==> src/rtl/ifetch_pkg.sv <==
// Shared types and constants for the instruction fetch unit.
// The optional IFETCH_PERF_CNT_EN macro (see ifetch_unit) needs nothing from this package.
package ifetch_pkg;

  localparam logic [31:0] RESET_PC_DEF = 32'h0000_0000;

  // Decode field positions inside an instruction word
  localparam int OPC_MSB = 6;
  localparam int OPC_LSB = 0;
  localparam int F3_MSB  = 14;
  localparam int F3_LSB  = 12;
  localparam int F7_BIT  = 30;

  typedef struct packed {
    logic [31:0] pc;
    logic [31:0] inst;
  } fetch_entry_t;

endpackage

==> src/rtl/ifetch_buf.sv <==
// Synchronous FIFO of {pc, inst} fetch entries with a flush input and an occupancy count.
// Push and pop may happen in the same cycle at any occupancy; flush wins over both.
module ifetch_buf
  import ifetch_pkg::*;
#(
  parameter  int DEPTH = 2,
  localparam int AW    = $clog2(DEPTH),
  localparam int CW    = AW + 1
) (
  input  logic         clk,
  input  logic         rst_n,
  input  logic         i_flush,
  input  logic         i_push,
  input  fetch_entry_t i_data,
  input  logic         i_pop,
  output fetch_entry_t o_head,
  output logic [CW-1:0] o_count
);

  fetch_entry_t  r_mem [DEPTH];
  logic [AW-1:0] r_wptr;
  logic [AW-1:0] r_rptr;
  logic [CW-1:0] r_count;

  always_ff @(posedge clk or negedge rst_n) begin
    if (!rst_n) begin
      r_wptr  <= '0;
      r_rptr  <= '0;
      r_count <= '0;
    end else if (i_flush) begin
      r_wptr  <= '0;
      r_rptr  <= '0;
      r_count <= '0;
    end else begin
      if (i_push) r_wptr <= r_wptr + AW'(1);
      if (i_pop)  r_rptr <= r_rptr + AW'(1);
      r_count <= r_count + CW'(i_push) - CW'(i_pop);
    end
  end

  // Storage carries no reset: entries are only visible through a non-zero count.
  always_ff @(posedge clk) begin
    if (i_push && !i_flush) r_mem[r_wptr] <= i_data;
  end

  assign o_head  = r_mem[r_rptr];
  assign o_count = r_count;

endmodule

==> src/rtl/ifetch_unit.sv <==
// Instruction fetch: PC, credit-limited in-order memory reads, buffered delivery to decode.
// Define IFETCH_PERF_CNT_EN to add the perf_fetched / perf_dropped counters.
module ifetch_unit
  import ifetch_pkg::*;
#(
  parameter logic [31:0] RESET_PC = RESET_PC_DEF,
  parameter int          DEPTH    = 2
) (
  input  logic        clk,
  input  logic        rst_n,
  output logic        imem_req_valid,
  input  logic        imem_req_ready,
  output logic [31:0] imem_req_addr,
  input  logic        imem_rsp_valid,
  input  logic [31:0] imem_rsp_data,
  input  logic        redirect_valid,
  input  logic [31:0] redirect_pc,
  output logic        inst_valid,
  input  logic        inst_ready,
`ifdef IFETCH_PERF_CNT_EN
  output logic [31:0] perf_fetched,
  output logic [31:0] perf_dropped,
`endif
  output logic [31:0] inst,
  output logic [31:0] inst_pc,
  output logic [6:0]  opcode,
  output logic [2:0]  func3,
  output logic        func7
);

  // Handshakes: a transfer happens on a cycle where valid && ready are both high at the
  // rising edge; valid never waits on ready, and a redirect cancels every transfer that cycle.

  localparam int CW = $clog2(DEPTH) + 1;

  logic [31:0]   r_fetch_pc;
  logic [31:0]   r_rsp_pc;
  logic [CW-1:0] r_outstanding;
  logic [CW-1:0] r_drop;

  logic [CW-1:0] w_count;
  logic [CW:0]   w_inflight;
  logic [31:0]   w_redirect_tgt;
  logic          w_req_fire;
  logic          w_rsp;
  logic          w_push;
  logic          w_pop;
  fetch_entry_t  w_head;
  fetch_entry_t  w_push_data;

  assign w_inflight     = {1'b0, r_outstanding} + {1'b0, w_count};
  assign w_redirect_tgt = redirect_pc & 32'hFFFF_FFFC;

  // Reset gates the request combinationally so the output is low while rst_n is held.
  assign imem_req_valid = rst_n && !redirect_valid && (w_inflight < (CW+1)'(DEPTH));
  assign imem_req_addr  = r_fetch_pc;
  assign w_req_fire     = imem_req_valid && imem_req_ready;

  // A response with nothing outstanding is a protocol error and is ignored.
  assign w_rsp       = imem_rsp_valid && (r_outstanding != '0);
  assign w_push      = w_rsp && (r_drop == '0) && !redirect_valid;
  assign w_pop       = inst_valid && inst_ready && !redirect_valid;
  assign w_push_data = '{pc: r_rsp_pc, inst: imem_rsp_data};

  always_ff @(posedge clk or negedge rst_n) begin
    if (!rst_n) begin
      r_fetch_pc    <= RESET_PC;
      r_rsp_pc      <= RESET_PC;
      r_outstanding <= '0;
      r_drop        <= '0;
    end else if (redirect_valid) begin
      r_fetch_pc    <= w_redirect_tgt;
      r_rsp_pc      <= w_redirect_tgt;
      r_outstanding <= r_outstanding - CW'(w_rsp);
      r_drop        <= r_outstanding - CW'(w_rsp);
    end else begin
      if (w_req_fire) r_fetch_pc <= r_fetch_pc + 32'd4;
      r_outstanding <= r_outstanding + CW'(w_req_fire) - CW'(w_rsp);
      if (w_rsp) begin
        if (r_drop != '0) r_drop   <= r_drop - CW'(1);
        else              r_rsp_pc <= r_rsp_pc + 32'd4;
      end
    end
  end

  ifetch_buf #(.DEPTH(DEPTH)) u_buf (
    .clk     (clk),
    .rst_n   (rst_n),
    .i_flush (redirect_valid),
    .i_push  (w_push),
    .i_data  (w_push_data),
    .i_pop   (w_pop),
    .o_head  (w_head),
    .o_count (w_count)
  );

  // Head fields are forced to zero when empty so outputs read 0 during and after reset.
  assign inst_valid = (w_count != '0);
  assign inst       = inst_valid ? w_head.inst : 32'h0;
  assign inst_pc    = inst_valid ? w_head.pc   : 32'h0;
  assign opcode     = inst[OPC_MSB:OPC_LSB];
  assign func3      = inst[F3_MSB:F3_LSB];
  assign func7      = inst[F7_BIT];

`ifdef IFETCH_PERF_CNT_EN
  logic [31:0] r_perf_fetched;
  logic [31:0] r_perf_dropped;
  logic [31:0] w_drop_now;

  assign w_drop_now = 32'(w_rsp && (redirect_valid || (r_drop != '0)))
                    + (redirect_valid ? 32'(w_count) : 32'd0);

  always_ff @(posedge clk or negedge rst_n) begin
    if (!rst_n) begin
      r_perf_fetched <= '0;
      r_perf_dropped <= '0;
    end else begin
      r_perf_fetched <= r_perf_fetched + 32'(w_pop);
      r_perf_dropped <= r_perf_dropped + w_drop_now;
    end
  end

  assign perf_fetched = r_perf_fetched;
  assign perf_dropped = r_perf_dropped;
`endif

  a_rsp_protocol: assert property (@(posedge clk) disable iff (!rst_n)
    imem_rsp_valid |-> (r_outstanding != '0));
  a_credit: assert property (@(posedge clk) disable iff (!rst_n)
    w_inflight <= (CW+1)'(DEPTH));
  a_drop_le_out: assert property (@(posedge clk) disable iff (!rst_n)
    r_drop <= r_outstanding);

endmodule
==> config.mk <==
export PLATFORM = sky130hd
export DESIGN_NAME = ifetch_unit
export DESIGN_NICKNAME = d
export VERILOG_FILES = /design/src/rtl/ifetch_pkg.sv /design/src/rtl/ifetch_buf.sv /design/src/rtl/ifetch_unit.sv
export SDC_FILE = /design/constraint.sdc
export NUM_CORES = 1
export LEC_CHECK = 0
export CAP_MARGIN = 15
export CORE_UTILIZATION = 55
export DETAILED_ROUTE_END_ITERATION = 8
export PLACE_DENSITY = 0.9
export SLEW_MARGIN = 20
export SYNTH_ARGS = -nofsm -noshare
export SYNTH_HDL_FRONTEND = slang
export SYNTH_SLANG_ARGS = --single-unit
==> constraint.sdc <==
create_clock -name clk -period 6.5 [get_ports clk]
set_input_delay 1.95 -clock clk [delete_from_list [all_inputs] [get_ports clk]]
set_output_delay 1.95 -clock clk [all_outputs]
set_load 0.05 [all_outputs]
# Word level (Yosys, flattened, before mapping)
# Memories as Yosys holds them, arrays and structs flattened.
# Index checks and enable logic that the tools add are counted.
[word_totals]
mem_bits_rw = 128
elab_cells = 60
romBits = 0
register_bits = 72
latch_bits = 0
out_inout_bits = 109
mem_count = 1
inputBits = 70
[memory_table]
columns = ["memory", "words", "word_bits", "read_ports", "rd_ports_with_merged_regs", "write_ports", "line", "source"]
rows = [
  ["u_buf.r_mem", 2, 64, 1, 0, 1, "ifetch_buf.sv:20", "fetch_entry_t r_mem [DEPTH];"],
]
[op_classes]
n_lt_le_gt_ge = 1
shift = 0
addsub = 11
n_reduce_logical = 21
mux = 18
div_mod_pow = 0
n_eq_ne = 1
mul = 0
bitwise = 0
[op_table]
columns = ["operator", "count"]
rows = [
  ["two-way mux 32 bit", 7],
  ["adder 32 x 3 -> 32 bit (second input constant)", 2],
  ["nonzero test 2 bit", 8],
  ["two-way mux 2 bit", 5],
  ["logical AND 1 bit", 9],
  ["two-way mux 1 bit", 6],
  ["subtractor 2 x 1 -> 2 bit", 3],
  ["adder 2 x 1 -> 2 bit", 2],
  ["AND reduction 2 bit", 2],
  ["adder 2 x 2 -> 3 bit", 1],
  ["less-than comparator 3 x 2 -> 1 bit (second input constant)", 1],
  ["adder 1 bit (second input constant)", 2],
  ["logical NOT 2 bit", 1],
  ["inequality test 2 bit (second input constant)", 1],
  ["subtractor 2 x 1 -> 2 bit (second input constant)", 1],
  ["logical NOT 1 bit", 1],
]

# Depth between registers and ports, before layout
[logic_depth]
word_depth = 7
mapped_depth = 12
depth_no_buf = 11

# Modules after synthesis
# From an unflattened synthesis, not the netlist that was laid out.
[unflattened]
hier_cells = 682
hier_area_um2 = 9412.8
[by_module_without_submodules]
columns = ["module", "seq_area_each_um2", "cells_each", "area_each_um2", "instances"]
rows = [
  ["ifetch_buf", 3943.8, 216, 5031.1, 1],
  ["ifetch_unit", 1601.5, 466, 4381.7, 1],
]

# Worst setup path before layout
# OpenSTA, ideal clock, no wires.
[synth_path]
path_type = "input port to flip-flop"
start = "input port redirect_valid"
end = "memory u_buf.r_mem[0][0] in the netlist's numbering, enable pin"
slack_ps = 718
cell_stages = 5
n_path_buf = 2
setup_time_ps = 482
t_required_ps = 6018
arrival_time_ps = 5300
path_cell_list = "buf_1 inv_1 clkbuf_1 nand3_1 nor2_1"
[synth_between]
elab_chain_cells = 5
[synth_rtl]
columns = ["element", "line", "source"]
rows = [
  ["from (decl)", "ifetch_unit.sv:16", "input logic redirect_valid,"],
  ["logical NOT 1 bit (*)", "ifetch_buf.sv:43, ifetch_unit.sv:61", ""],
  ["logical AND 1 bit", "ifetch_unit.sv:61", "assign w_push = w_rsp && (r_drop == '0) && !redirect_valid;"],
  ["logical AND 1 bit (*)", "ifetch_buf.sv:43", "if (i_push && !i_flush) r_mem[r_wptr] <= i_data;"],
  ["two-way mux 1 bit (*)", "ifetch_buf.sv:43", ""],
  ["two-way mux 1 bit (implied by the code) (*)", "ifetch_buf.sv:43", ""],
  ["to (decl)", "ifetch_buf.sv:20", ""],
]
# Mark *: on every way between the ends. The rest lies on a longest branch, timed or not.

# Worst setup path in the final report
[layout_path]
start = "input port rst_n"
end = "output port imem_req_valid"
[layout_between]
elab_chain_cells = 2
[layout_rtl]
columns = ["element", "line", "source"]
rows = [
  ["from (decl)", "ifetch_unit.sv:10", "input logic rst_n,"],
  ["logical AND 1 bit (2 in a row)", "ifetch_unit.sv:55", "assign imem_req_valid = rst_n && !redirect_valid && (w_inflight < (CW+1)'(DEPTH));"],
  ["to (decl)", "ifetch_unit.sv:11", "output logic imem_req_valid,"],
]
# No other way between the ends.

==> impl_metrics.env <==
export IMPL_synth_xor_area_share_pct=4.36
export IMPL_wire_per_inst_um=17.7
export IMPL_dr_pass1_iters=5
export IMPL_yosysSeqAreaShare_pct=62.9
export IMPL_ys_async_sr_fraction_pct=35.4
export IMPL_rsz0062_at_grt="no"
export IMPL_portBuffers=172
export IMPL_rows=45
export IMPL_r2r_slack_ns=3.10
export IMPL_yosys_warnings=0
export IMPL_post_cts_setup_buffers=0
export IMPL_grtUsageTotal_pct=24.3
export IMPL_relSlewSlack_pct=25.3
export IMPL_combPwrFrac_pct=31.5
export IMPL_min_path_cells=0
export IMPL_clock_path_buffers=2
export IMPL_htree_levels=4
export IMPL_finalMaxSlewViolations=0
export IMPL_critPathLaunchType="input port"
export IMPL_synthCells=695
export IMPL_critPathMaxFanout=15
export IMPL_numClockSinks=192
export IMPL_route_detailed_drc=0
export IMPL_setup_tns_final_ns=0
export IMPL_finalWirelength_um=19100
export IMPL_grt_overflow=0
export IMPL_mostFrequentLayoutCell="clkdlybuf4s50_1"
export IMPL_power_share_clock_pct=27.9
export IMPL_drive_gt1_share_pct=7.04
export IMPL_grt_start_max_net_pins=66
export IMPL_nNetsFinal=932
export IMPL_synth_top_family_by_area="simple AND/OR/NAND/NOR gates"
export IMPL_end_kind="primary output"
export IMPL_fin_area_um2=11100
export IMPL_ff2ff_path_depth=12
export IMPL_r2r_end="r_outstanding[1]"
export IMPL_max_vdd_ir_drop_uv=200
export IMPL_ys_types=51
export IMPL_synth_seq_cells=192
export IMPL_r2r_start="r_outstanding[0]"
export IMPL_start_util_pct=56.6
export IMPL_die_area_um2=16200
export IMPL_place_gp_congestion=0.893
export IMPL_fillerInstances=1020
export IMPL_clkTransAtPathRegs_ns=0.07
export IMPL_worstMarginPinSlew_ns=1.12
export IMPL_die_y_um=127
export IMPL_fmax_ghz=0.177
export IMPL_worst_path_buf_inv=2
export IMPL_insertion_delay_ns=0.43
export IMPL_path_cells="buf_2, nor4b_2, clkdlybuf4s50_1"
export IMPL_io_pins=179
export IMPL_syn2layout_area_growth_pct=28.4
export IMPL_ys_flop_type="edfxtp_1"
export IMPL_grt_pass1_vias=5756
export IMPL_slowest_stage="clkdlybuf4s50_1"
export IMPL_synth_area_um2=8630
export IMPL_worstHoldPathType="reg2reg"
export IMPL_placed_cell_area_um2=10500
export IMPL_cts_resized=0
export IMPL_ant_nets=0
export IMPL_cts_buffers_inserted=17
export IMPL_cts_hold_buf=0
export IMPL_period_share_pct=87.0
export IMPL_required_ns=4.55
export IMPL_antenna_cells=0
export IMPL_vias=6059
export IMPL_synthAdderAreaFrac_pct=1.39
export IMPL_ys_top_cells_by_area="edfxtp_1 43%, dfrtp_1 20%, mux2i_1 7.4%, nor2_1 3.9%, xor2_1 3.2%"
export IMPL_critPathMaxStageDelay_ns=0.90
export IMPL_synth_simple_gate_area_share_pct=14.2
export IMPL_leakagePower_nw=3.93
export IMPL_synth_edf_count=124
export IMPL_switching_share_pct=35.6
export IMPL_setup_violations=0
export IMPL_min_to="u_buf.r_mem[1][62]"
export IMPL_drv_cap=0
export IMPL_placeableCoreArea_um2=15300
export IMPL_grt_first_pass_wirelength_um=30000
export IMPL_worstSetupPathType="in2out"
export IMPL_worstPathArrival_ns=3.71
export IMPL_syn_avg_cell_area_um2=12.4
export IMPL_synth_top_area_cell="edfxtp_1"
export IMPL_p_sw_w=0.00139
export IMPL_final_cell_mix="170 x clkdlybuf4s50_1, 124 x edfxtp_1, 86 x nor2_1, 67 x dfrtp_1, 64 x mux2i_1"
export IMPL_pwr_density_cell_nw_per_um2=351
export IMPL_die_w_um=127
export IMPL_p_int_w=0.00251
export IMPL_via_per_inst=5.63
export IMPL_synth_area_mux_share_pct=7.68
export IMPL_power_share_sequential_pct=40.6
export IMPL_root_buffer="clkbuf_16"
export IMPL_synth_compound_area_share_pct=6.18
export IMPL_antenna_found_initial=0
export IMPL_period_needed_ns=5.66
export IMPL_skew_ns=0.00990
export IMPL_drt_initial_drc_count=476
export IMPL_report_final_hold_viol_count=0
export IMPL_worst_path_dominant_cell_family="buffers and inverters"
export IMPL_yosys_area_top_type_share_pct=43.1
export IMPL_hp_start="r_rsp_pc[30]"
export IMPL_hpwl_um=12600
export IMPL_cts_tree="yes"
export IMPL_run_status="complete, no violations"
[sequential cells by signal (all words and copies together), names as in the netlist]
name	flops
r_drop	2
u_buf.r_wptr	1
r_outstanding	2
r_rsp_pc	30
imem_req_addr	30
u_buf.r_rptr	1
u_buf.r_mem	124
u_buf.o_count	2
[area by class of cell]
| type | count | area [um^2] | share of cell area [%] |
|---|---|---|---|
| multi-input combinational | 451 | 2960 | 26.7 |
| clock inverter | 13 | 183 | 1.65 |
| inverter | 13 | 48.8 | 0.440 |
| tap | 211 | 264 | 2.38 |
| sequential | 192 | 5430 | 49.0 |
| clock buffer | 19 | 433 | 3.91 |
| timing repair buffer | 178 | 1770 | 16.0 |
[through the flow]
step	hold WS [ns]	util, %	power, W	worst slack, ns	std cells
after floorplan	0.462	-	0.00242	0.718	698
after global placement	0.495	68.6	0.00280	0.838	1045
after detailed placement	0.511	68.6	0.00283	0.843	1045
after CTS	0.529	72.6	0.00392	0.824	1077
after global routing	0.547	72.6	0.00405	0.785	1077
final	0.527	72.6	0.00389	0.845	1077
[power by group through the flow]
stage	Combinational, W	Sequential, W	Clock (W)
after detailed placement	0.00123	0.00160	0
after global placement	0.00121	0.00159	0
after CTS	0.00124	0.00158	0.00110
after global routing	0.00130	0.00160	0.00115
after floorplan	0.000800	0.00162	0
final	0.00123	0.00158	0.00109
[metal layers]
layer	part of all wire, %	GRT usage, %	vias up	routed length [um]
met5	0	0	-	0
li1	-	-	2830	-
met1	43	32.5	2931	8260
met3	7.0	4.48	22	1340
met4	1.3	8.33	0	251
met2	48	40.3	276	9230
[cell families (layout without fill, tap and decap cells)]
kind of cell	count (synthesis)	in the layout
AOI/OAI and AO/OA	86	86
other	1	4
xor gates and xnor gates	43	43
muxes	66	66
buffers and inverters	55	223
adders and majority gates	9	9
DFF	192	192
and+or+nand+nor	243	243
[synthesized netlist by cell type, types with 3 or more instances]
cell and count:
nor2_1 89, edfxtp_1 124, dfrtp_1 68, a31oi_1 6, a31o_2 3, buf_1 7
o211ai_1 10, ha_1 8, xor2_1 32, inv_1 12, nand4_1 27, nor4_4 3
clkbuf_1 16, o311ai_0 5, o21ai_0 42, buf_4 18, nand2b_1 4, nor3_2 3
mux2i_1 64, a21boi_0 6, xnor2_1 11, nand2_1 52, a21oi_1 5, and2_1 5
nand3_1 29, and3_1 13
[worst max path at each step]
| stage | startpoint | endpoint | cells past startpoint |
|---|---|---|---|
| after floorplan | redirect_valid | u_buf.r_mem[0][0] | 5 |
| after global placement | rst_n | imem_req_valid | 3 |
| after detailed placement | rst_n | imem_req_valid | 3 |
| after CTS | rst_n | imem_req_valid | 3 |
| after global routing | rst_n | imem_req_valid | 3 |
| final | rst_n | imem_req_valid | 3 |
Note: power is estimated with default switching activity, not from simulation.
